## config.mk

```make
export PLATFORM = sky130hd
export DESIGN_NAME = fifo_ctrl_v2_flat
export DESIGN_NICKNAME = d
export VERILOG_FILES = /design/src/rtl/fifo_ctrl_v2_if.sv /design/src/rtl/fifo_ctrl_v2.sv /design/src/flat_wrapper.sv
export SDC_FILE = /design/constraint.sdc
export NUM_CORES = 1
export LEC_CHECK = 0
export ABC_AREA = 1
export BUFFER_PORTS_ARGS = -buffer_cell sky130_fd_sc_hd__buf_2
export CAP_MARGIN = 5
export CORE_UTILIZATION = 52
export CTS_BUF_LIST = sky130_fd_sc_hd__clkbuf_8
export CTS_CLUSTER_SIZE = 28
export DETAILED_ROUTE_END_ITERATION = 10
export GPL_ROUTABILITY_DRIVEN = 0
export HOLD_SLACK_MARGIN = 0.03
export PLACE_DENSITY_LB_ADDON = 0.15
export REMOVE_ABC_BUFFERS = 1
export SYNTH_ARGS = -nofsm -noshare
export SYNTH_HDL_FRONTEND = slang
export SYNTH_SLANG_ARGS = --single-unit
```

## constraint.sdc

```tcl
create_clock -name clk -period 3.4 [get_ports clk]
set_input_delay 0.34 -clock clk [delete_from_list [all_inputs] [get_ports clk]]
set_output_delay 0.34 -clock clk [all_outputs]
set_load 0.05 [all_outputs]
```

## src/rtl/fifo_ctrl_v2_if.sv

```systemverilog
// fifo_ctrl_v2_if -- handshake, data and status bundle for fifo_ctrl_v2.
//
// Producer side : w_valid, data_in
// Consumer side : r_ready, data_out, r_valid
// Status        : fifo_full, fifo_empty, almost_full, almost_empty, count
// Errors        : clr_err, overflow, underflow
//
// slave  modport : the FIFO itself.
// master modport : the stage(s) driving and consuming the FIFO.
interface fifo_ctrl_v2_if #(
    parameter int WIDTH = 32,
    parameter int DEPTH = 3,
    parameter int CW    = $clog2(DEPTH + 1)
);
    logic             w_valid;
    logic [WIDTH-1:0] data_in;
    logic             r_ready;
    logic [WIDTH-1:0] data_out;
    logic             r_valid;
    logic             fifo_full;
    logic             fifo_empty;
    logic             almost_full;
    logic             almost_empty;
    logic [CW-1:0]    count;
    logic             clr_err;
    logic             overflow;
    logic             underflow;

    modport slave (
        input  w_valid, data_in, r_ready, clr_err,
        output data_out, r_valid, fifo_full, fifo_empty,
               almost_full, almost_empty, count, overflow, underflow
    );

    modport master (
        output w_valid, data_in, r_ready, clr_err,
        input  data_out, r_valid, fifo_full, fifo_empty,
               almost_full, almost_empty, count, overflow, underflow
    );
endinterface

```

## src/rtl/fifo_ctrl_v2.sv

```systemverilog
// fifo_ctrl_v2 -- single-clock FIFO with arbitrary depth, occupancy count,
// programmable almost-full/almost-empty, FWFT or registered read, and
// sticky overflow/underflow flags.
//
// Ports:
//   clk    rising-edge clock for all state
//   reset  asynchronous, active-low reset
//   bus    fifo_ctrl_v2_if.slave (write/read handshake, data, status, errors)
//
// Parameters: WIDTH, DEPTH (>= 2), AF_TH (1..DEPTH), AE_TH (0..DEPTH-1),
//             FWFT (1 = head visible without a read, 0 = 1-cycle read).
module fifo_ctrl_v2 #(
    parameter int WIDTH = 32,
    parameter int DEPTH = 3,
    parameter int AF_TH = DEPTH - 1,
    parameter int AE_TH = 1,
    parameter int FWFT  = 1,
    parameter int CW    = $clog2(DEPTH + 1)
) (
    input  logic          clk,
    input  logic          reset,
    fifo_ctrl_v2_if.slave bus
);
    localparam int PW = (DEPTH > 1) ? $clog2(DEPTH) : 1;

    logic [WIDTH-1:0] mem [DEPTH];
    logic [PW-1:0]    wr_ptr, rd_ptr;
    logic [CW-1:0]    count_q, count_d;
    logic             fifo_full, fifo_empty;
    logic             wr_en, rd_en;
    logic             overflow_q, underflow_q;

    // Status flags decode the registered count, so they follow reset at once.
    assign fifo_full  = (count_q == CW'(DEPTH));
    assign fifo_empty = (count_q == '0);

    // A write while full is dropped even if a read frees a slot this cycle.
    assign wr_en = bus.w_valid && !fifo_full;
    assign rd_en = bus.r_ready && !fifo_empty;

    assign bus.fifo_full    = fifo_full;
    assign bus.fifo_empty   = fifo_empty;
    assign bus.almost_full  = (count_q >= CW'(AF_TH));
    assign bus.almost_empty = (count_q <= CW'(AE_TH));
    assign bus.count        = count_q;
    assign bus.overflow     = overflow_q;
    assign bus.underflow    = underflow_q;

    always_comb begin
        // NOTE: every always_comb output gets a default first so no path
        // leaves it unassigned, which would otherwise infer a latch.
        count_d = count_q;
        if (wr_en && !rd_en) begin
            count_d = count_q + CW'(1);
        end else if (rd_en && !wr_en) begin
            count_d = count_q - CW'(1);
        end
    end

    // NOTE: sequential state uses non-blocking assignments so every register
    // samples pre-edge values, independent of statement order.
    always_ff @(posedge clk or negedge reset) begin
        if (!reset) begin
            wr_ptr      <= '0;
            rd_ptr      <= '0;
            count_q     <= '0;
            overflow_q  <= 1'b0;
            underflow_q <= 1'b0;
        end else begin
            count_q <= count_d;
            // Explicit wrap at DEPTH-1: depth need not be a power of two.
            if (wr_en) begin
                wr_ptr <= (wr_ptr == PW'(DEPTH - 1)) ? '0 : wr_ptr + PW'(1);
            end
            if (rd_en) begin
                rd_ptr <= (rd_ptr == PW'(DEPTH - 1)) ? '0 : rd_ptr + PW'(1);
            end
            // Set has priority over clear when both happen in one cycle.
            if (bus.w_valid && fifo_full) begin
                overflow_q <= 1'b1;
            end else if (bus.clr_err) begin
                overflow_q <= 1'b0;
            end
            if (bus.r_ready && fifo_empty) begin
                underflow_q <= 1'b1;
            end else if (bus.clr_err) begin
                underflow_q <= 1'b0;
            end
        end
    end

    // NOTE: storage is deliberately left out of reset; the pointers and count
    // define which entries are valid, so clearing the array buys nothing.
    always_ff @(posedge clk) begin
        if (wr_en) begin
            mem[wr_ptr] <= bus.data_in;
        end
    end

    generate
        if (FWFT != 0) begin : g_fwft
            // Head word shown directly; forced to zero when nothing is stored
            // so a stale or never-written entry is never presented.
            assign bus.data_out = fifo_empty ? '0 : mem[rd_ptr];
            assign bus.r_valid  = !fifo_empty;
        end else begin : g_reg
            logic [WIDTH-1:0] dout_q;
            logic             rvalid_q;

            always_ff @(posedge clk or negedge reset) begin
                if (!reset) begin
                    dout_q   <= '0;
                    rvalid_q <= 1'b0;
                end else begin
                    rvalid_q <= rd_en;
                    if (rd_en) begin
                        dout_q <= mem[rd_ptr];
                    end
                end
            end

            assign bus.data_out = dout_q;
            assign bus.r_valid  = rvalid_q;
        end
    endgenerate
endmodule

```

## src/flat_wrapper.sv

```systemverilog
// flat-port wrapper written by rule: the top's interface ports become plain ports
module fifo_ctrl_v2_flat 
#(
    parameter int WIDTH = 32,
    parameter int DEPTH = 3,
    parameter int AF_TH = DEPTH - 1,
    parameter int AE_TH = 1,
    parameter int FWFT  = 1,
    parameter int CW    = $clog2(DEPTH + 1)
)
  (clk, reset, bus_w_valid, bus_data_in, bus_r_ready, bus_clr_err, bus_data_out, bus_r_valid, bus_fifo_full, bus_fifo_empty, bus_almost_full, bus_almost_empty, bus_count, bus_overflow, bus_underflow);
  fifo_ctrl_v2_if #(.WIDTH(WIDTH), .DEPTH(DEPTH), .CW(CW)) bus_i ();
  input  logic clk;
  input  logic reset;
  input wire logic [$bits(bus_i.w_valid)-1:0] bus_w_valid;
  input wire logic [$bits(bus_i.data_in)-1:0] bus_data_in;
  input wire logic [$bits(bus_i.r_ready)-1:0] bus_r_ready;
  input wire logic [$bits(bus_i.clr_err)-1:0] bus_clr_err;
  output wire logic [$bits(bus_i.data_out)-1:0] bus_data_out;
  output wire logic [$bits(bus_i.r_valid)-1:0] bus_r_valid;
  output wire logic [$bits(bus_i.fifo_full)-1:0] bus_fifo_full;
  output wire logic [$bits(bus_i.fifo_empty)-1:0] bus_fifo_empty;
  output wire logic [$bits(bus_i.almost_full)-1:0] bus_almost_full;
  output wire logic [$bits(bus_i.almost_empty)-1:0] bus_almost_empty;
  output wire logic [$bits(bus_i.count)-1:0] bus_count;
  output wire logic [$bits(bus_i.overflow)-1:0] bus_overflow;
  output wire logic [$bits(bus_i.underflow)-1:0] bus_underflow;
  assign bus_i.w_valid = bus_w_valid;
  assign bus_i.data_in = bus_data_in;
  assign bus_i.r_ready = bus_r_ready;
  assign bus_i.clr_err = bus_clr_err;
  assign bus_data_out = bus_i.data_out;
  assign bus_r_valid = bus_i.r_valid;
  assign bus_fifo_full = bus_i.fifo_full;
  assign bus_fifo_empty = bus_i.fifo_empty;
  assign bus_almost_full = bus_i.almost_full;
  assign bus_almost_empty = bus_i.almost_empty;
  assign bus_count = bus_i.count;
  assign bus_overflow = bus_i.overflow;
  assign bus_underflow = bus_i.underflow;
  fifo_ctrl_v2 #(.WIDTH(WIDTH), .DEPTH(DEPTH), .AF_TH(AF_TH), .AE_TH(AE_TH), .FWFT(FWFT), .CW(CW)) u_core (.clk(clk), .reset(reset), .bus(bus_i));
endmodule
```

==> results.toml, run 1 <==
[outcome]
outcome = "finished, final reports clean"

[synthesis]
synth_area_per_cell_um2 = 12.0
synth_edf_count = 96
synth.largest_area_cell = "edfxtp_1"
synth.most_common_cell = "nand2_1"
ys_types = 19
ys_seq_area_frac = 0.724
syn_area_um2 = 4260
synth_top_flop_cell = "edfxtp_1"
yosys_warnings = 0
async_reset_ff_frac = 0.0769
synth_top_area_frac = 0.677
ys_seq_elements = 104
syn_inst = 354
yosys-top-cells-count = "101 x nand2_1, 96 x edfxtp_1, 67 x nand3_1"
netlist_top_cells_area = "edfxtp_1 68%, nand2_1 8.9%, nand3_1 7.9%"

[min_path]
hold_depth = 1
hold_class = "input pin to flop"

[setup_path]
cp_common_cell = "inv_1"
path_depth = 6
slowest_stage = "clkinv_1"
crit_family = "buffers and inverters"
crit_arrival_ps = 2550
critPathMaxStageDelay_ps = 800
rr_worst_depth = 5
critPathLaunchType = "flop"
path_max_fanout = 34
worstPathCellList = "inv_1, ha_1, clkinv_1, nand2_1, inv_1, buf_2"
path_buf_inv = 4
crit_type = "flop to output pin"
crit_required_ps = 3060
end_kind = "output pin"

[global_route]
antenna_found_initial = 0
grt_pass1_wl_mm = 12.1
grt_overflow = 0
grt_pass1_vias = 2472
grt_max_degree = 35
grtUsageTotal = 0.193

[route]
postRouteAntennaNets = 0
viasPerCell = 4.97
drtPass1Iterations = 4
routed_wl_mm = 7.71
drtIter0Drc = 119
wire_per_inst_um = 14.3
drc = 0
vias = 2679

[clocking]
cts_tree = "done"
clk_pin_slew_ps = 90
numCtsBuffers = 9
cts_resized = 0
clk-insertion-delay-late_ps = 350
cts.sinks = 104
cts_buffer_depth = 2
htree_levels = 3
cts-root-buf = "clkbuf_8"

[timing]
fin_ws_ps = 512
slew-limit-headroom = 0.311
worst_pin_slew_ps = 1030
rsz0062_at_grt = "false"
setup_viol_count_final = 0
fmax_ghz = 0.346
finalHoldViolCount = 0
period_share = 0.849
drv_slew = 0
finalCriticalPeriod_ps = 2890
finClkSkew_ps = 9.92

[floorplanning]
io_pins = 78
fp.dieH_um = 92.5
core.rowCount = 32
fp.dieW_um = 92.5
fp.coreArea_um2 = 7810
fp.dieArea_um2 = 8560
initial_core_util = 0.546

[final_layout]
area_growth_pct = 15.6
layout.nets = 474
drive_gt1_frac = 0.233
fill_cells = 663
antenna_cells = 0

[placement]
numPortBuffers = 77
dp_hpwl_mm = 4.68
pre_cts_ws_ps = 873

[job]
max_cap_viol_count = 0
==> layer usage <==
layer  GRT usage  routed length, um
met1       0.246               3360
met2       0.325               3800
met3      0.0435                470
met4      0.0729                 72
met5           0                  0
==> logic make-up (layout without fill, tap and decap cells) <==
group	count (synthesis)	after routing	share of synthesized area
and+or+nand+nor	174	174	0.178
DFF	104	104	0.724
buffers and inverters	63	146	0.0717
AOI/OAI and AO/OA	6	6	0.00734
adders and majority gates	5	5	0.0147
xor gates and xnor gates	2	2	0.00411
==> per-stage QoR <==
stage	area [um2]	std cells	TNS, ps	hold slack [ps]	utilization
6_report	4920	539	0	183	0.631
4_1_cts	4920	539	0	161	0.631
3_5_place_dp	4700	522	0	201	0.602
3_3_place_gp	4700	522	0	193	0.602
5_1_grt	4920	539	0	160	0.631
2_1_floorplan	4130	337	-23410	44.4	-
==> registers in the layout, summed over array words and instances, names as in the netlist <==
signal and count:
u_core.mem 96, u_core.bus.underflow 1, u_core.bus.count 2, u_core.rd_ptr 2, u_core.wr_ptr 2, u_core.bus.overflow 1
==> area by class of cell <==
class | count | area, um2 | area share
inverter | 46 | 173 | 0.0351
clock buffer | 9 | 124 | 0.0252
tap | 102 | 128 | 0.0259
clock inverter | 7 | 87.6 | 0.0178
multi-input combinational | 187 | 876 | 0.178
timing repair buffer | 84 | 453 | 0.0920
sequential | 104 | 3080 | 0.626
==> final timing paths <==
path | from | to | slack [ps]
worst max-delay path | u_core.bus.count[1] | bus_data_out[31] | 510
worst min-delay path | bus_data_in[20] | u_core.mem[2][20] | 180
worst max register to register | u_core.bus.count[0] | u_core.mem[1][0] | 1220
worst min register to register | u_core.bus.overflow | u_core.bus.overflow | 530
max in group asynchronous | reset | u_core.wr_ptr[0] | 2870
min in group asynchronous | reset | u_core.bus.count[0] | 360
==> repair_timing <==
| action | CTS | global route |
|---|---|---|
| setup buffers | 0 | 0 |
| hold endpoints to repair | 8 | 0 |
| hold buffers | 1 | 0 |
==> placed cells by master, fill, tap and decap left out <==
cell	Yosys	layout
nand2_1	101	101
edfxtp_1	96	96
buf_2	7	77
nand3_1	67	67
inv_1	44	45
clkbuf_8	0	9
dfrtp_1	8	8
o21ai_0	5	5
ha_1	5	5
buf_4	0	5
nor2_1	2	2
clkinv_1	1	2
or2_2	2	2
clkinvlp_4	0	2
bufinv_16	0	2
nor2_8	1	1
inv_2	1	1
nor3_2	0	1
xnor2_1	1	1
o22ai_1	1	1
xor2_1	1	1
clkinv_2	0	1
dlygate4sd3_1	0	1
buf_12	0	1
Power of run 1 is not shown: default switching activity piles up to over one toggle a cycle in this logic, so the estimate is an artifact.
==> run 2, diff against run 1 <==
==> constraint.sdc (replaced) <==
create_clock -name clk -period 2.6 [get_ports clk]
set_input_delay 0.26 -clock clk [delete_from_list [all_inputs] [get_ports clk]]
set_output_delay 0.26 -clock clk [all_outputs]
set_load 0.05 [all_outputs]
==> run 2 against run 1 <==
  * Flip-flop and latch count is the same
  * Clock skew shrank 3.4 ps
  * Largest cell class unchanged
  * Routed wire length grew 3.9%
  * Via count grew 2.5%
  * Hold slack lost 88 ps
  * Final cell count grew 0.74%
  * Design area grew 0.71%
  * Core utilization grew 0.45 points
  * Critical path type unchanged
  * Critical path depth grew 1
  * Register-to-register slack lost 620 ps
  * Critical endpoint is now bus_data_out[9]
  * Setup slack lost 290 ps
  * First-iteration DRC count grew 47%
==> results.toml, run 2 (same netlist as run 1, synthesis figures left out) <==
[final_layout]
finish.utilization = 0.635
area_growth_pct = 16.4
layout_common_cells = "101 x nand2_1, 96 x edfxtp_1, 77 x buf_2"
fin_cells = 543
largest_register_ffs = 96
drive_gt1_frac = 0.243
top_register = "u_core.mem"
final_common_cell = "nand2_1"
antenna_cells = 0
layout.nets = 478

[setup_path]
crit_required_ps = 2340
rr_endpoint = "u_core.mem[2][6]"
rr_worst_depth = 5
worstReg2RegStart = "u_core.bus.count[0]"
critPathLaunchType = "flop"
rrSetupSlack_ps = 600
crit_arrival_ps = 2110
crit_type = "flop to output pin"
path_max_fanout = 18
end_kind = "output pin"

[floorplanning]
fp.dieArea_um2 = 8560
initial_core_util = 0.546
fp.coreArea_um2 = 7810
io_pins = 78
fp.dieH_um = 92.5
fp.dieW_um = 92.5
core.rowCount = 32

[route]
drc = 0
drtIter0Drc = 175
drtPass1Iterations = 4
viasPerCell = 5.06
postRouteAntennaNets = 0
routed_wl_mm = 8.01
wire_per_inst_um = 14.7
vias = 2745

[min_path]
hold_end = "u_core.mem[0][19]"
hold_depth = 1
hold_class = "input pin to flop"
min_from = "bus_data_in[19]"

[clocking]
cts-root-buf = "clkbuf_8"
cts_setup_buffers = 0
cts_tree = "done"
numCtsBuffers = 9
cts.sinks = 104
clk_pin_slew_ps = 100
cts_buffer_depth = 2
clk-insertion-delay-late_ps = 360
htree_levels = 3

[timing]
fmax_ghz = 0.421
setup_viol_count_final = 0
setup_tns_ps = 0
finalCriticalPeriod_ps = 2370
drv_slew = 0
finalHoldViolCount = 0
worst_hold_slack_ps = 95.2
slew-limit-headroom = 0.568
period_share = 0.913
finClkSkew_ps = 6.55
worst_pin_slew_ps = 648
rsz0062_at_grt = "false"

[global_route]
grt_max_degree = 35
antenna_found_initial = 0
grt_pass1_wl_mm = 12.9
grtUsageTotal = 0.206
grt_overflow = 0
grt_pass1_vias = 2607

[placement]
numPortBuffers = 77
dp_hpwl_mm = 4.88
dp_cells = 526

[outcome]
outcome = "finished, final reports clean"

[job]
max_cap_viol_count = 0
## run 2: final cells by class
type	instances	area, um2
clock buffers	9	124
clock inverters	7	88.8
fillers	653	2850
inverters	46	176
multi-input cells	187	876
flip-flops and latches	104	3080
well taps	102	128
repair buffers	88	483
## run 2: what timing repair did
item / CTS / global route
endpoints found under the setup margin: 0 / 18
resized for setup: 0 / 1
endpoints found under the hold margin: 8 / 0
hold buffers: 1 / 0
## run 2: critical path: stages, from the launching register on
cell	delay, ps
dfrtp_1	440
inv_1	120
ha_1	240
clkinvlp_4	360
buf_12	290
nand2_1	80
inv_1	40
buf_2	200
## run 2: per-layer routing
layer  up-vias  GRT usage  part of all wire
met5         -          0                 0
met4         0     0.0742            0.0075
met3         5     0.0493             0.050
met2        74      0.339              0.49
met1      1321      0.268              0.45
li1       1345          -                 -
## run 2: worst max-delay path by stage
stage | to | start | slack (ps) | cells after the start
global route | bus_data_out[13] | u_core.bus.count[1] | 70 | 7
CTS | bus_data_out[9] | u_core.bus.count[1] | 30 | 7
detailed placement | bus_data_out[9] | u_core.bus.count[1] | 450 | 7
global placement | bus_data_out[20] | u_core.bus.count[0] | 500 | 7
finish | bus_data_out[9] | u_core.bus.count[1] | 230 | 7
floorplan | u_core.mem[2][0] | u_core.bus.count[0] | -1530 | 4
## run 2: stage by stage
stage / instance area (um2) / worst slack (ps)
detailed placement: 4730 / 449
global route: 4960 / 74.2
global placement: 4730 / 503
CTS: 4950 / 25.6
floorplan: 4130 / -1530
finish: 4960 / 227
Power of run 2 is left out for the same reason.
==> run 3, diff against run 2 <==
--- a/config.mk
+++ b/config.mk
@@ -6,7 +6,7 @@
 export NUM_CORES = 1
 export LEC_CHECK = 0
 export ABC_AREA = 1
-export BUFFER_PORTS_ARGS = -buffer_cell sky130_fd_sc_hd__buf_2
+export BUFFER_PORTS_ARGS = -buffer_cell sky130_fd_sc_hd__buf_4
 export CAP_MARGIN = 5
 export CORE_UTILIZATION = 52
 export CTS_BUF_LIST = sky130_fd_sc_hd__clkbuf_8
@@ -19,3 +19,4 @@
 export SYNTH_ARGS = -nofsm -noshare
 export SYNTH_HDL_FRONTEND = slang
 export SYNTH_SLANG_ARGS = --single-unit
+export TNS_END_PERCENT = 100
==> run 3 against run 2 <==
  * Count of clock-buffer cells in the layout did not move
  * First-iteration DRC count up 5.1%
  * Setup slack lost 1.3 ps
  * Routed wire length up 0.31%
  * Maximum frequency about the same
  * Sequential share of layout area shrank 1.6 points
  * Flip-flop and latch count stayed put
  * Via count decreased by 0.36%
  * Highest routed layer unchanged
  * Core utilization grew 1.7 points
==> results.toml, run 3 (same netlist as run 1, synthesis figures left out) <==
[outcome]
outcome = "finished, final reports clean"

[clocking]
cts_buffer_depth = 2
cts-root-buf = "clkbuf_8"
clk-insertion-delay-late_ps = 350
cts.sinks = 104
htree_levels = 3
cts_tree = "done"
cts_setup_buffers = 0
clk_pin_slew_ps = 90
numCtsBuffers = 9

[placement]
dp_hpwl_mm = 4.72
pre_cts_ws_ps = 595
dp_cells = 523
numPortBuffers = 77
placed_cell_area_um2 = 4900

[route]
wire_per_inst_um = 14.9
dr.max_layer_used = "met4"
viasPerCell = 5.08
m1WireLength_mm = 3.54
drtIter0Drc = 184
vias = 2735
wl_met2_mm = 3.93
routed_wl_mm = 8.03
drc = 0
wl_met3_um = 477
drtPass1Iterations = 4
postRouteAntennaNets = 0

[global_route]
grt_pass1_vias = 2588
grtUsageTotal = 0.200
grt_pass1_wl_mm = 12.7
grt_max_degree = 35
grt_overflow = 0
antenna_found_initial = 0

[timing]
setup_viol_count_final = 0
period_share = 0.913
fin_ws_ps = 226
finalHoldViolCount = 0
rsz0062_at_grt = "false"
finalCriticalPeriod_ps = 2370
drv_slew = 0
worst_pin_slew_ps = 652
finClkSkew_ps = 6.91
fmax_ghz = 0.421
slew-limit-headroom = 0.565

[final_layout]
antenna_cells = 0
drive_gt1_frac = 0.234
layout_common_cells = "101 x nand2_1, 96 x edfxtp_1, 83 x buf_4"
fin_cells = 538
layout.nets = 475
top_register = "u_core.mem"
largest_register_ffs = 96
fill_cells = 607
fin_area_um2 = 5090
final_common_cell = "nand2_1"
area_growth_pct = 19.4

[floorplanning]
fp.coreArea_um2 = 7810
fp.dieArea_um2 = 8560
initial_core_util = 0.546
core.rowCount = 32
io_pins = 78
fp.dieW_um = 92.5
fp.dieH_um = 92.5

[setup_path]
crit_type = "flop to output pin"
critPathMaxStageDelay_ps = 770
path_max_fanout = 21
crit_required_ps = 2340
critPathLaunchType = "flop"
slowest_stage = "dfrtp_1"
worstPathCellList = "buf_4, nand3_1, nand3_1, nand2_1, inv_1, buf_4"
end_kind = "output pin"
crit_arrival_ps = 2110

[min_path]
hold_class = "input pin to flop"

[job]
max_cap_viol_count = 0
run 3: worst max-delay path, delay by kind of cell, from the launching register on:
| family | cells | cell delay (ps) |
|---|---|---|
| buf+inv | 3 | 640 |
| simple gates | 3 | 360 |
| flops | 1 | 770 |
run 3: final cells by class:
type / instances / area [um2] / area share
sequential: 104 / 3080 / 0.606
tap: 102 / 128 / 0.0251
timing repair buffer: 85 / 653 / 0.128
inverter: 46 / 173 / 0.0339
clock inverter: 5 / 51.3 / 0.0101
multi-input combinational: 187 / 876 / 0.172
clock buffer: 9 / 124 / 0.0243
run 3: metal layers:
layer,global-route usage,vias to the layer above
met2,0.331,114
met3,0.0312,8
met5,0,-
li1,-,1336
met1,0.265,1277
met4,0.0820,0
run 3: path summary, 6_finish.rpt:
| path | from | end | slack, ps | cells past startpoint |
|---|---|---|---|---|
| worst max-delay path | u_core.rd_ptr[0] | bus_data_out[23] | 230 | 6 |
| worst min-delay path | bus_data_in[26] | u_core.mem[1][26] | 100 | 1 |
| worst max register to register | u_core.bus.count[0] | u_core.mem[2][17] | 600 | 5 |
| worst min register to register | u_core.bus.overflow | u_core.bus.overflow | 530 | 2 |
| max in group asynchronous | reset | u_core.bus.underflow | 2200 | 2 |
| min in group asynchronous | reset | u_core.rd_ptr[0] | 270 | 2 |
run 3: repair_timing:
action / CTS / global route
hold buffers: 1 / 0
resized for setup: 0 / 0
hold endpoints to repair: 8 / 0
run 3: per-stage QoR:
step                       util  hold WS [ps]  setup TNS [ps]
after floorplan               -         -35.6          -59930
after global placement    0.628          83.9               0
after detailed placement  0.628          84.6               0
after CTS                 0.652          84.0               0
after global routing      0.652          78.6               0
final                     0.652          97.9               0
Power of run 3 is left out for the same reason.
